[config.mk]
export PLATFORM = sky130hd
export DESIGN_NAME = univ_shift_reg_flat
export DESIGN_NICKNAME = d
export VERILOG_FILES = /design/src/rtl/univ_shift_reg_if.sv /design/src/rtl/univ_shift_reg.sv /design/src/flat_wrapper.sv
export SDC_FILE = /design/constraint.sdc
export NUM_CORES = 1
export LEC_CHECK = 0
export ABC_CLOCK_PERIOD_IN_PS = 1700
export CAP_MARGIN = 20
export CORE_ASPECT_RATIO = 1.5
export CORE_UTILIZATION = 41
export DETAILED_ROUTE_END_ITERATION = 8
export GPL_TIMING_DRIVEN = 0
export HOLD_SLACK_MARGIN = 0.15
export PLACE_DENSITY = 0.77
export SYNTH_ARGS = -nofsm -noshare
export SYNTH_HDL_FRONTEND = slang
export SYNTH_SLANG_ARGS = --single-unit
[constraint.sdc]
create_clock -name clk -period 1.7 [get_ports clk]
set_input_delay 0.425 -clock clk [delete_from_list [all_inputs] [get_ports clk]]
set_output_delay 0.425 -clock clk [all_outputs]
set_load 0.005 [all_outputs]
[src/rtl/univ_shift_reg_if.sv]
// Signal bundle for univ_shift_reg: mode/load/serial controls in, register state and status out.
// With PARITY_EN defined the bundle also carries the parity output.
interface univ_shift_reg_if #(
   parameter int WIDTH = 8
);
   logic [1:0]       mode;
   logic [WIDTH-1:0] data;
   logic             load;
   logic             ser_in;
   logic             ser_en;
   logic [WIDTH-1:0] out;
   logic             ser_out;
   logic             busy;
   logic             done;
`ifdef PARITY_EN
   logic             parity;

   modport master (
      output mode, data, load, ser_in, ser_en,
      input  out, ser_out, busy, done, parity
   );
   modport slave (
      input  mode, data, load, ser_in, ser_en,
      output out, ser_out, busy, done, parity
   );
`else
   modport master (
      output mode, data, load, ser_in, ser_en,
      input  out, ser_out, busy, done
   );
   modport slave (
      input  mode, data, load, ser_in, ser_en,
      output out, ser_out, busy, done
   );
`endif
endinterface

[src/rtl/univ_shift_reg.sv]
// Universal shift register (PIPO / SIPO / PISO / SISO) with word-transfer busy/done tracking.
// Optional feature macro PARITY_EN: parity output plus a parity bit appended to serial words.
module univ_shift_reg #(
   parameter int WIDTH     = 8,
   parameter bit MSB_FIRST = 1'b1
) (
   input  logic            clk,
   input  logic            reset_,
   univ_shift_reg_if.slave bus
);

   localparam int CNT_W = $clog2(WIDTH + 1);
`ifdef PARITY_EN
   localparam int NBITS = WIDTH + 1;
`else
   localparam int NBITS = WIDTH;
`endif

   localparam logic [1:0] M_PIPO = 2'b00;
   localparam logic [1:0] M_SIPO = 2'b01;
   localparam logic [1:0] M_PISO = 2'b10;
   localparam logic [1:0] M_SISO = 2'b11;

   typedef enum logic {IDLE = 1'b0, SHIFT = 1'b1} state_t;

   state_t           r_state;
   logic [WIDTH-1:0] r_reg;
   logic [CNT_W-1:0] r_cnt;
   logic [1:0]       r_mode;
   logic             r_busy;
   logic             r_done;
   logic [CNT_W:0]   w_cnt_inc;
   logic             w_last;
   logic             w_abort;
   logic             w_load_ok;
   logic             w_exit;
`ifdef PARITY_EN
   logic             r_par_tx;
   logic             r_par_rx;
`endif

   // New bits enter at the end opposite the exit bit.
   function automatic logic [WIDTH-1:0] shift_in(input logic [WIDTH-1:0] v, input logic b);
      if (MSB_FIRST) return {v[WIDTH-2:0], b};
      return {b, v[WIDTH-1:1]};
   endfunction

   assign w_cnt_inc = {1'b0, r_cnt} + 1'b1;
   assign w_last    = (w_cnt_inc == (CNT_W + 1)'(NBITS));
   // r_mode holds the mode seen at the previous edge, i.e. the mode that owns a running transfer.
   assign w_abort   = r_busy && (bus.mode != r_mode);
   assign w_load_ok = bus.load && (r_state == IDLE);
   assign w_exit    = MSB_FIRST ? r_reg[WIDTH-1] : r_reg[0];

`ifdef PARITY_EN
   assign bus.ser_out = (r_state == SHIFT && r_cnt == CNT_W'(WIDTH)) ? r_par_tx : w_exit;
   assign bus.parity  = ^r_reg;
`else
   assign bus.ser_out = w_exit;
`endif
   assign bus.out  = r_reg;
   assign bus.busy = r_busy;
   assign bus.done = r_done;

   always_ff @(posedge clk or negedge reset_) begin
      if (!reset_) begin
         r_state  <= IDLE;
         r_reg    <= '0;
         r_cnt    <= '0;
         r_mode   <= M_PIPO;
         r_busy   <= 1'b0;
         r_done   <= 1'b0;
`ifdef PARITY_EN
         r_par_tx <= 1'b0;
         r_par_rx <= 1'b0;
`endif
      end else begin
         r_mode <= bus.mode;
         r_done <= 1'b0;
         if (w_abort) begin
            r_state <= IDLE;
            r_cnt   <= '0;
            r_busy  <= 1'b0;
         end else if (w_load_ok) begin
            r_reg <= bus.data;
            r_cnt <= '0;
            if (bus.mode == M_PISO) begin
               r_state  <= SHIFT;
               r_busy   <= 1'b1;
`ifdef PARITY_EN
               r_par_tx <= ^bus.data;
`endif
            end else begin
               r_state <= IDLE;
               r_busy  <= 1'b0;
            end
         end else if (bus.ser_en) begin
            case (bus.mode)
               M_SIPO: begin
                  if (w_last) begin
                     r_cnt  <= '0;
                     r_busy <= 1'b0;
                     r_done <= 1'b1;
`ifdef PARITY_EN
                     r_par_rx <= bus.ser_in;
`else
                     r_reg  <= shift_in(r_reg, bus.ser_in);
`endif
                  end else begin
                     r_reg  <= shift_in(r_reg, bus.ser_in);
                     r_cnt  <= w_cnt_inc[CNT_W-1:0];
                     r_busy <= 1'b1;
                  end
               end
               M_PISO: begin
                  if (r_state == SHIFT) begin
                     r_reg <= shift_in(r_reg, 1'b0);
                     if (w_last) begin
                        r_state <= IDLE;
                        r_cnt   <= '0;
                        r_busy  <= 1'b0;
                        r_done  <= 1'b1;
                     end else begin
                        r_cnt <= w_cnt_inc[CNT_W-1:0];
                     end
                  end
               end
               M_SISO: r_reg <= shift_in(r_reg, bus.ser_in);
               default: r_reg <= r_reg;
            endcase
         end
      end
   end

endmodule

[src/flat_wrapper.sv]
// flat-port wrapper written by rule: the top's interface ports become plain ports
module univ_shift_reg_flat 
#(
   parameter int WIDTH     = 8,
   parameter bit MSB_FIRST = 1'b1
)
  (clk, reset_, bus_mode, bus_data, bus_load, bus_ser_in, bus_ser_en, bus_out, bus_ser_out, bus_busy, bus_done);
  univ_shift_reg_if #(.WIDTH(WIDTH)) bus_i ();
  input  logic clk;
  input  logic reset_;
  input wire logic [$bits(bus_i.mode)-1:0] bus_mode;
  input wire logic [$bits(bus_i.data)-1:0] bus_data;
  input wire logic [$bits(bus_i.load)-1:0] bus_load;
  input wire logic [$bits(bus_i.ser_in)-1:0] bus_ser_in;
  input wire logic [$bits(bus_i.ser_en)-1:0] bus_ser_en;
  output wire logic [$bits(bus_i.out)-1:0] bus_out;
  output wire logic [$bits(bus_i.ser_out)-1:0] bus_ser_out;
  output wire logic [$bits(bus_i.busy)-1:0] bus_busy;
  output wire logic [$bits(bus_i.done)-1:0] bus_done;
  assign bus_i.mode = bus_mode;
  assign bus_i.data = bus_data;
  assign bus_i.load = bus_load;
  assign bus_i.ser_in = bus_ser_in;
  assign bus_i.ser_en = bus_ser_en;
  assign bus_out = bus_i.out;
  assign bus_ser_out = bus_i.ser_out;
  assign bus_busy = bus_i.busy;
  assign bus_done = bus_i.done;
  univ_shift_reg #(.WIDTH(WIDTH), .MSB_FIRST(MSB_FIRST)) u_core (.clk(clk), .reset_(reset_), .bus(bus_i));
endmodule
==> summary.md, run 1 <==
| Metric | Value |
|---|---|
| Cell taking the most area after synthesis | `dfrtp_1` |
| DRT Pass-1 Iters | `4` |
| DR top layer | `met4` |
| Power per cell area | `around 1300 nW/um^2` |
| Maximum vdd drop | `0.6765 mV` |
| TritonCTS Buffers | `3` |
| Die Area | `2434 um^2` |
| WL/cell | `13.40 um` |
| Worst rel slew slack | `48.78%` |
| Internal power | `1.156 mW` |
| Final Max Tran Viols | `0` |
| Core Region | `around 2100 um^2` |
| Largest net degree at the start of global routing | `18` |
| GRT Resource Usage Total | `between 10% and 20%` |
| Top cells by count, synth | `26 x nand2_1, 17 x dfrtp_1, 8 x mux2_2, 5 x nor2_1` |
| Synth area leaders | `dfrtp_1 46%, nand2_1 11%, mux2_2 9.8%` |
| Most common cell in the netlist | `nand2_1` |
| Post-place setup slack | `-1.015 ns` |
| Synth Register Bits | `17` |
| Vias in the first global route | `745` |
| Largest family of logic cells by synthesized area | `simple AND/OR/NAND/NOR gates` |
| Ys async rst share | `100.0%` |
| Fmax | `about 0.61 GHz` |
| Max Cap Violations | `0` |
| Clk_lat worst skew | `0.31 ns` |
| Initial antenna violation count | `0` |
| Adder-cell area share of the yosys netlist | `~5.5%` |
| Layout cells sized above 1 | `between 20% and 30%` |
| Synthesized netlist cell count | `94` |
| RD Place Congestion | `between 0.8 and 0.9` |
| Area growth syn-to-layout | `47.61%` |
| Reg2reg start | `u_core.r_state$_DFFE_PN0P_` |
| Worst hold path type | `in2reg` |
| Sw power | `551.4 uW` |
| Primary FF master, synth | `dfrtp_1` |
| WL final | `around 2000 um` |
| Reg2Reg Setup Slack | `0.07 ns` |
| Met2 routed WL | `1063 um` |
| Final hold vios | `0` |
| Crit start category | `input port` |
| Post-synth EDFFs | `0` |
| Net Sw Frac | `32.30%` |
| Area share of the largest cell type after synthesis | `about 46%` |
| Die H | `59.93 um` |
| Net count, final | `around 150` |
| DR vias | `813` |
| Post-Route Utilization | `around two thirds` |
| CTS tree | `built` |
| Htree depth | `1` |
| Antenna-violating nets left | `0` |
| Fin crit period | `around 1.7 ns` |
| Drt initial violations | `14` |
| Critical path required time | `1.89 ns` |
| Leak | `about 0.64 nW` |
| # clock sinks | `17` |
| Proportion of synthesized area in mux cells | `10.91%` |
| R2r endpoint | `u_core.bus.out[4]$_DFFE_PN0P_` |
| DP Wirelength | `1416 um` |
| Rows | `20` |
| Clk pwr share | `a little over an eighth` |
| Ys Warns | `0` |
| DRC violation count after routing | `0` |
| Worst setup path class | `in2reg` |
| Clk root buf | `clkbuf_4` |
| Compound-cell area share of the yosys netlist | `around 8.3%` |
| Xor/xnor share of the synthesized area | `3.820%` |
| Max Fanout on Critical Path | `8` |
| Die width | `40.62 um` |
| Reg power frac | `37.5%` |
| Synth unique cells | `26` |
| Buffers on Ports | `25` |
| Cells on worst reg2reg path | `5` |
| WP data arrival | `1.85 ns` |
| First-pass GRT wire length | `3056 um` |
| Fin Clk Skew | `~0.01 ns` |
| Worst slew pin tran | `0.7659 ns` |
| Post-synthesis net count | `113` |
| Sequential share of the synthesized area | `46.38%` |
| DRT met1 WL | `807 um` |
| Hold path cells | `1` |
| Worst-path clk slew | `0.10 ns` |
| GR Overflow Total | `0` |
| Number of diodes | `0` |
| Synth Cell Area | `917.1 um^2` |
| Syn avg cell area | `9.757 um^2` |
| Crit share post-route | `a little over nine tenths` |
| Final hold slack | `between 0.2 and 0.3 ns` |
| WL met3 | `about 96 um` |
| Hold-fix buffers, CTS | `0` |
| Setup Viol. Count Final | `0` |
| Via density per instance | `roughly 5.4` |
| Ports | `26` |
| Simple-Gate Fraction of Synth Area | `22.10%` |
| Status | `finished, final reports clean` |
| CP Capture Type | `flop` |
| Worst min-delay path startpoint | `bus_mode[0]` |
| Longest Clk Path Bufs | `2` |
| Hold endpoint | `u_core.r_mode[0]$_DFF_PN0_` |
| Comb power frac | `49.4%` |
| Final Worst Setup Slack | `0.04886 ns` |
| Initial Util | `between 40% and 50%` |
state kept, by name, indices dropped and copies added, names as in the netlist:
signal	count
u_core.bus.done	1
u_core.r_state	1
u_core.r_cnt	4
u_core.r_mode	2
u_core.bus.out	8
u_core.bus.busy	1
layer usage:
metal	up-vias	global-route usage (%)
li1	386	-
met1	393	19.57
met2	29	32.65
met3	5	2.230
met4	0	9.048
met5	-	0
power by group through the flow:
stage / Combinational, mW / Sequential, mW / Clock (mW)
floorplan: 0.381 / 0.634 / 0
global placement: 0.705 / 0.630 / 0
detailed placement: 0.719 / 0.640 / 0
CTS: 0.778 / 0.632 / 0.225
global route: 0.922 / 0.654 / 0.247
finish: 0.843 / 0.640 / 0.224
critical path, stage by stage:
cell     delay [ns]
buf_4          0.14
ha_4           0.17
nor2b_4        0.12
or3b_4         0.38
a21oi_4        0.15
buf_12         0.15
mux2_4         0.30
layout make-up:
| cell class | instances | area (um^2) |
|---|---|---|
| buffer | 3 | 16.27 |
| clock buffer | 3 | 22.52 |
| clock inverter | 1 | 5.005 |
| fill | 163 | 723.2 |
| inverter | 3 | 23.77 |
| multi-input combinational | 71 | 519.2 |
| sequential | 17 | 425.4 |
| tap | 22 | 27.53 |
| timing repair buffer | 31 | 314.1 |
cells by family (layout without fill, tap and decap cells):
| kind of cell | Yosys count | after routing |
|---|---|---|
| AND/OR/NAND/NOR | 43 | 43 |
| flip-flops | 17 | 17 |
| buffers and inverters | 6 | 41 |
| XOR/XNOR | 4 | 4 |
| AO/OA/AOI/OAI | 11 | 11 |
| multiplexers | 9 | 9 |
| adder cells (fa/ha/maj) | 4 | 4 |
cells in the final DEF (no fill, tap or decap):
master	n
nand2_1	26
clkdlybuf4s50_1	20
dfrtp_1	17
mux2_4	8
buf_4	7
nor2_1	5
xnor2_1	4
o21ai_0	4
nand2b_1	3
a21oi_1	3
clkbuf_4	3
nor3_1	2
ha_1	2
dlymetal6s2s_1	2
inv_2	1
inv_12	1
a21boi_1	1
buf_2	1
nand3_1	1
or3b_2	1
nor4_1	1
and2b_1	1
clkbuf_1	1
nor2b_4	1
or3b_4	1
a21oi_4	1
inv_1	1
o32ai_2	1
a221oi_1	1
mux2i_1	1
nor3b_1	1
ha_4	1
ha_2	1
clkinv_2	1
buf_8	1
dlygate4sd2_1	1
buf_12	1
worst max path at each step:
stage,startpoint,end,slack [ns]
3_5_place_dp,bus_mode[0],u_core.bus.out[2]$_DFFE_PN0P_,-1.01
6_report,bus_mode[1],u_core.bus.out[4]$_DFFE_PN0P_,0.05
3_3_place_gp,bus_mode[0],u_core.bus.out[5]$_DFFE_PN0P_,-0.98
4_1_cts,bus_mode[1],u_core.bus.out[6]$_DFFE_PN0P_,-0.008
2_1_floorplan,bus_mode[0],u_core.bus.out[0]$_DFFE_PN0P_,-0.12
5_1_grt,u_core.r_state$_DFFE_PN0P_,u_core.bus.out[4]$_DFFE_PN0P_,-0.009
timing repair:
action	CTS	global route
gates resized for setup	15	12
pin swaps	3	3
gates cloned	0	0
buffers inserted	4	2
setup endpoints to repair	15	10
through the flow:
stage	power, mW	setup TNS, ns	cells	cell area, um^2
floorplan	1.015	-0.9594	94	948.4
global placement	1.334	-11.71	141	1226
detailed placement	1.359	-12.18	141	1226
CTS	1.635	-0.02688	149	1301
global route	1.824	-0.02382	151	1354
finish	1.707	0	151	1354
Power figures use the tool's default switching activity.
==> run 2: changes to the inputs <==
Settings changed: HOLD_SLACK_MARGIN 0.15 to 0.06.
==> results of run 2 <==
No change in the layout: final DEF, timing and power equal those of run 1.
